$ cat src/rtl/sgm_div_pkg.sv
// Shared types and constants for the SGM run-time round-up divider.
// The optional remainder output is enabled by SEQ_DIV_REMAINDER_EN.
package sgm_div_pkg;

    localparam int unsigned DIV_WIDTH = 10;

    // Step counter must hold the value WIDTH itself, not just WIDTH-1.
    function automatic int unsigned cnt_width(input int unsigned w);
        return $clog2(w + 1);
    endfunction

    localparam int unsigned CNT_W = cnt_width(DIV_WIDTH);

    typedef enum logic [1:0] {
        ST_IDLE = 2'd0,
        ST_BUSY = 2'd1,
        ST_DONE = 2'd2
    } div_state_e;

endpackage

$ cat src/rtl/div_restore_step.sv
// One restoring-division step: shift in a dividend bit, subtract divisor if it fits.
module div_restore_step #(
    parameter int unsigned WIDTH = 10
) (
    input  logic [WIDTH-1:0] r,
    input  logic             bit_in,
    input  logic [WIDTH-1:0] b,
    output logic [WIDTH-1:0] r_next,
    output logic             q_bit
);

    logic [WIDTH:0] r_shift;
    logic [WIDTH:0] b_ext;

    // Incoming r < b, so the shifted value needs exactly one extra bit.
    always_comb begin
        r_shift = {r, bit_in};
        b_ext   = {1'b0, b};
        q_bit   = (r_shift >= b_ext);
        r_next  = q_bit ? WIDTH'(r_shift - b_ext) : r_shift[WIDTH-1:0];
    end

endmodule

$ cat src/rtl/seq_div_round_up.sv
// Iterative ceil(dividend/divisor), one quotient bit per clock, valid/ready on both sides.
// Define SEQ_DIV_REMAINDER_EN to expose the floor remainder as an output port.
module seq_div_round_up
    import sgm_div_pkg::*;
#(
    parameter int unsigned WIDTH = DIV_WIDTH
) (
    input  logic             clk,
    input  logic             rst_n,
    input  logic             in_valid,
    output logic             in_ready,
    input  logic [WIDTH-1:0] dividend,
    input  logic [WIDTH-1:0] divisor,
    output logic             out_valid,
    input  logic             out_ready,
    output logic [WIDTH-1:0] quotient,
`ifdef SEQ_DIV_REMAINDER_EN
    output logic [WIDTH-1:0] remainder,
`endif
    output logic             div_by_zero
);

    localparam int unsigned CW = cnt_width(WIDTH);

    div_state_e       state;
    logic [WIDTH-1:0] a_sh;
    logic [WIDTH-1:0] b_reg;
    logic [WIDTH-1:0] pr;
    logic [WIDTH-1:0] q_reg;
    logic [CW-1:0]    cnt;
    logic             dz;

    logic [WIDTH-1:0] step_r;
    logic             step_q;

    div_restore_step #(
        .WIDTH (WIDTH)
    ) u_step (
        .r      (pr),
        .bit_in (a_sh[WIDTH-1]),
        .b      (b_reg),
        .r_next (step_r),
        .q_bit  (step_q)
    );

    // Divide-by-zero also passes through BUSY with a zero count, giving its one-cycle latency.
    always_ff @(posedge clk or negedge rst_n) begin
        if (!rst_n) begin
            state       <= ST_IDLE;
            a_sh        <= '0;
            b_reg       <= '0;
            pr          <= '0;
            q_reg       <= '0;
            cnt         <= '0;
            dz          <= 1'b0;
            in_ready    <= 1'b1;
            out_valid   <= 1'b0;
            quotient    <= '0;
            div_by_zero <= 1'b0;
`ifdef SEQ_DIV_REMAINDER_EN
            remainder   <= '0;
`endif
        end else begin
            case (state)
                ST_IDLE: begin
                    if (in_valid) begin
                        a_sh     <= dividend;
                        b_reg    <= divisor;
                        pr       <= '0;
                        q_reg    <= '0;
                        dz       <= (divisor == '0);
                        cnt      <= (divisor == '0) ? '0 : CW'(WIDTH);
                        in_ready <= 1'b0;
                        state    <= ST_BUSY;
                    end
                end
                ST_BUSY: begin
                    if (cnt != '0) begin
                        pr    <= step_r;
                        q_reg <= {q_reg[WIDTH-2:0], step_q};
                        a_sh  <= {a_sh[WIDTH-2:0], 1'b0};
                        cnt   <= cnt - CW'(1);
                    end else begin
                        // Round-up cycle: ceil(a/b) <= a for b >= 1, so the +1 cannot wrap.
                        if (dz) begin
                            quotient    <= '1;
                            div_by_zero <= 1'b1;
`ifdef SEQ_DIV_REMAINDER_EN
                            remainder   <= a_sh;
`endif
                        end else begin
                            quotient    <= q_reg + WIDTH'(pr != '0);
                            div_by_zero <= 1'b0;
`ifdef SEQ_DIV_REMAINDER_EN
                            remainder   <= pr;
`endif
                        end
                        out_valid <= 1'b1;
                        state     <= ST_DONE;
                    end
                end
                ST_DONE: begin
                    if (out_ready) begin
                        out_valid <= 1'b0;
                        in_ready  <= 1'b1;
                        state     <= ST_IDLE;
                    end
                end
                default: begin
                    out_valid <= 1'b0;
                    in_ready  <= 1'b1;
                    state     <= ST_IDLE;
                end
            endcase
        end
    end

endmodule
$ cat config.mk
export PLATFORM = sky130hd
export DESIGN_NAME = seq_div_round_up
export DESIGN_NICKNAME = d
export VERILOG_FILES = /design/src/rtl/sgm_div_pkg.sv /design/src/rtl/div_restore_step.sv /design/src/rtl/seq_div_round_up.sv
export SDC_FILE = /design/constraint.sdc
export NUM_CORES = 1
export LEC_CHECK = 0
export ABC_AREA = 1
export CAP_MARGIN = 20
export CORE_MARGIN = 10
export CORE_UTILIZATION = 40
export CTS_CLUSTER_DIAMETER = 200
export CTS_CLUSTER_SIZE = 25
export DETAILED_ROUTE_END_ITERATION = 8
export GPL_TIMING_DRIVEN = 0
export PLACE_DENSITY = 0.67
export SLEW_MARGIN = 30
export SYNTH_ARGS = -nofsm -noshare
export SYNTH_HDL_FRONTEND = slang
export SYNTH_SLANG_ARGS = --single-unit
$ cat constraint.sdc
create_clock -name clk -period 4.72 [get_ports clk]
set_input_delay 0.944 -clock clk [delete_from_list [all_inputs] [get_ports clk]]
set_output_delay 0.944 -clock clk [all_outputs]
set_load 0.01 [all_outputs]
==> metrics.yaml <==
yosys:
  synth.cell_area_um2: 3371
  ys_warn_count: 0
  ys_ff_latch: 60
  ys_types: 39
  synth.avg_cell_area_um2: 7.969
  syn_nets: 462
  synth_seq_area_share_pct: 44.58
  syn_inst: 423
power_and_ir_drop:
  power.total_w: 0.003175
  ir_drop_mv: 0.2325
  p_leak_nw: 1.985
  power_density_nw_per_um2: 782.5
timing:
  finalCritPeriodShare_pct: 49.40
  max_clock_freq_mhz: 428.8
  final_hold_viol_count: 0
  slew_headroom_pct: 65.20
  tns_ns: 0
  worst_hold_slack_ns: 0.4597
  final-setup-viol-count: 0
  rsz0062_at_grt: "false"
  report.final.slew_viol_count: 0
  period_minus_slack_ns: 2.332
  finClkSkew_ns: 0.008451
  tightestPinTransition_ns: 0.5221
clock_network:
  h-tree-depth: 3
  clkTransAtPathRegs_ns: 0.07
  cts_tree: "built"
  numCtsBuffers: 9
  clockBufferDepth: 2
  cts-root-buf: "clkbuf_8"
  cts.sinks: 60
  cts_resized: 0
  clk_latency_ns: 0.33
  cts_hold_buf: 0
  post-cts-setup-buffers: 0
run:
  drv_cap: 0
placed_design:
  io_buffers: 36
  hpwl_um: 5830
  placedCellCount: 565
  gp_congestion: 0.8771
floorplanning:
  start_util_pct: 41.02
  die_height_um: 111.8
  coreArea_um2: 8217
  ios: 37
  die_w_um: 111.8
  rows: 33
  die_area_um2: 12500
route:
  drc_errors: 0
  vias: 2895
  drt_iter0_markers: 152
  dr.pass1.iters: 4
  wl_um: 7575
  wl_per_cell_um: 13.04
  vias_per_cell: 4.983
  ant_nets: 0
setup_path:
  critPathSlowestCell: "dfstp_2"
  critPathMaxFanout: 2
  path_class: "flop to output port"
  critPathMaxStageDelay_ns: 0.53
  reg2reg_depth: 8
  path_cells: "clkdlybuf4s50_1"
  cp_top_family: "flip-flops"
  r2r_setup_slack_ns: 2.67
  crit_buf_inv: 1
  path_depth: 1
  required_ns: 3.78
  worst_ep_arrival_time_ns: 1.39
  cp-end-kind: "output port"
  setup.worst_path.start_class: "flop"
finish:
  drive_gt1_share_pct: 8.403
  fillers: 817
  instances_no_fill: 581
  synthToLayoutAreaGrowth_pct: 20.38
  final_nets: 510
  antenna-diode-count: 0
grt:
  antenna_found_initial: 0
  grt_first_pass_wirelength_um: 12950
  grt.total_usage_pct: 12.32
  grt_pass1_vias: 2821
  grt_start_max_net_pins: 48
  grt.overflow.total: 0
run_status:
  status: "complete, no violations"
worst_hold_path:
  min_path_type: "input pin to async pin"
routing by layer:
layer,GRT usage (%),routed length (µm)
met1,15.03,3463
met2,20.01,3639
met3,3.274,315
met4,5.227,157
met5,0,0
placed cells by master, fill, tap and decap left out, types with 2 or more instances in the layout:
cell / instances
o211ai_1: 10
buf_4: 4
o21ai_1: 12
nand2_1: 117
nand4_1: 14
nand2_2: 2
o22ai_1: 8
clkdlybuf4s50_1: 35
a21oi_1: 11
inv_4: 3
inv_1: 63
buf_2: 4
o21ai_0: 19
o21a_1: 2
nor2_1: 23
ha_1: 14
dfrtp_1: 59
clkinvlp_4: 2
nand3_2: 2
xor2_1: 6
nand3_1: 27
clkbuf_8: 11
clkbuf_1: 4
clkinv_2: 2
nor4_1: 4
per-stage QoR:
stage	setup WS (ns)	area, µm²	util [%]
after detailed placement	2.198	3887	47.31
after global routing	2.341	4058	49.38
final	2.388	4058	49.38
after global placement	0.7548	3862	47.01
after CTS	2.363	4058	49.38
after floorplan	2.981	3371	-
Yosys cell counts, drive strengths merged:
master  number  share of area [%]
nand2      120                 14
a22o         1               0.26
nand4       14                2.6
xnor2        1               0.26
nor3         2               0.63
o21a         2               0.45
a21oi       12                1.9
dfstp        1               0.78
a31oi        1               0.19
clkbuf       3               0.63
a22oi        1               0.22
inv         67                7.7
nand3       29                4.6
xor2         6                1.6
o31ai        1               0.22
fa           1               0.59
nor2        26                3.7
o22ai        8                1.5
nor4         4               0.74
ha          14                5.2
buf          9                1.7
o211ai      10                2.2
dfrtp       59                 44
o21ai       31                4.6
where the power goes:
group	switching (W)	internal [W]	leakage, nW
sequential	0.000150	0.000768	0.739
combinational	0.00112	0.000739	1.16
clock	0.000195	0.000203	0.0824
total	0.00146	0.00171	1.99
worst paths after layout:
| path | from | endpoint |
|---|---|---|
| setup reg to reg | b_reg[0] | pr[8] |
| setup / recovery | in_ready | in_ready |
| hold reg to reg | in_ready | in_ready |
| hold / removal | rst_n | a_sh[2] |
| min in group clk | in_ready | in_ready |
| max in group asynchronous | rst_n | in_ready |
logic make-up after synthesis:
group / synth area share, %
adder cells (fa/ha/maj): 5.791
buffers and inverters: 10.02
flip-flops: 44.58
XOR/XNOR: 1.819
AND/OR/NAND/NOR: 26.24
AO/OA/AOI/OAI: 11.54
area by class of cell:
class	count	area, µm²	share of cell area (%)
Inverter	67	259.0	6.383
Sequential cell	60	1503	37.03
Tap cell	105	131.4	3.238
Buffer	12	78.83	1.943
Timing Repair Buffer	37	385.4	9.497
Clock inverter	4	25.02	0.6167
Multi-Input combinational cell	284	1530	37.71
Clock buffer	12	145.1	3.577
No activity file was read; power rests on OpenSTA's default activity.
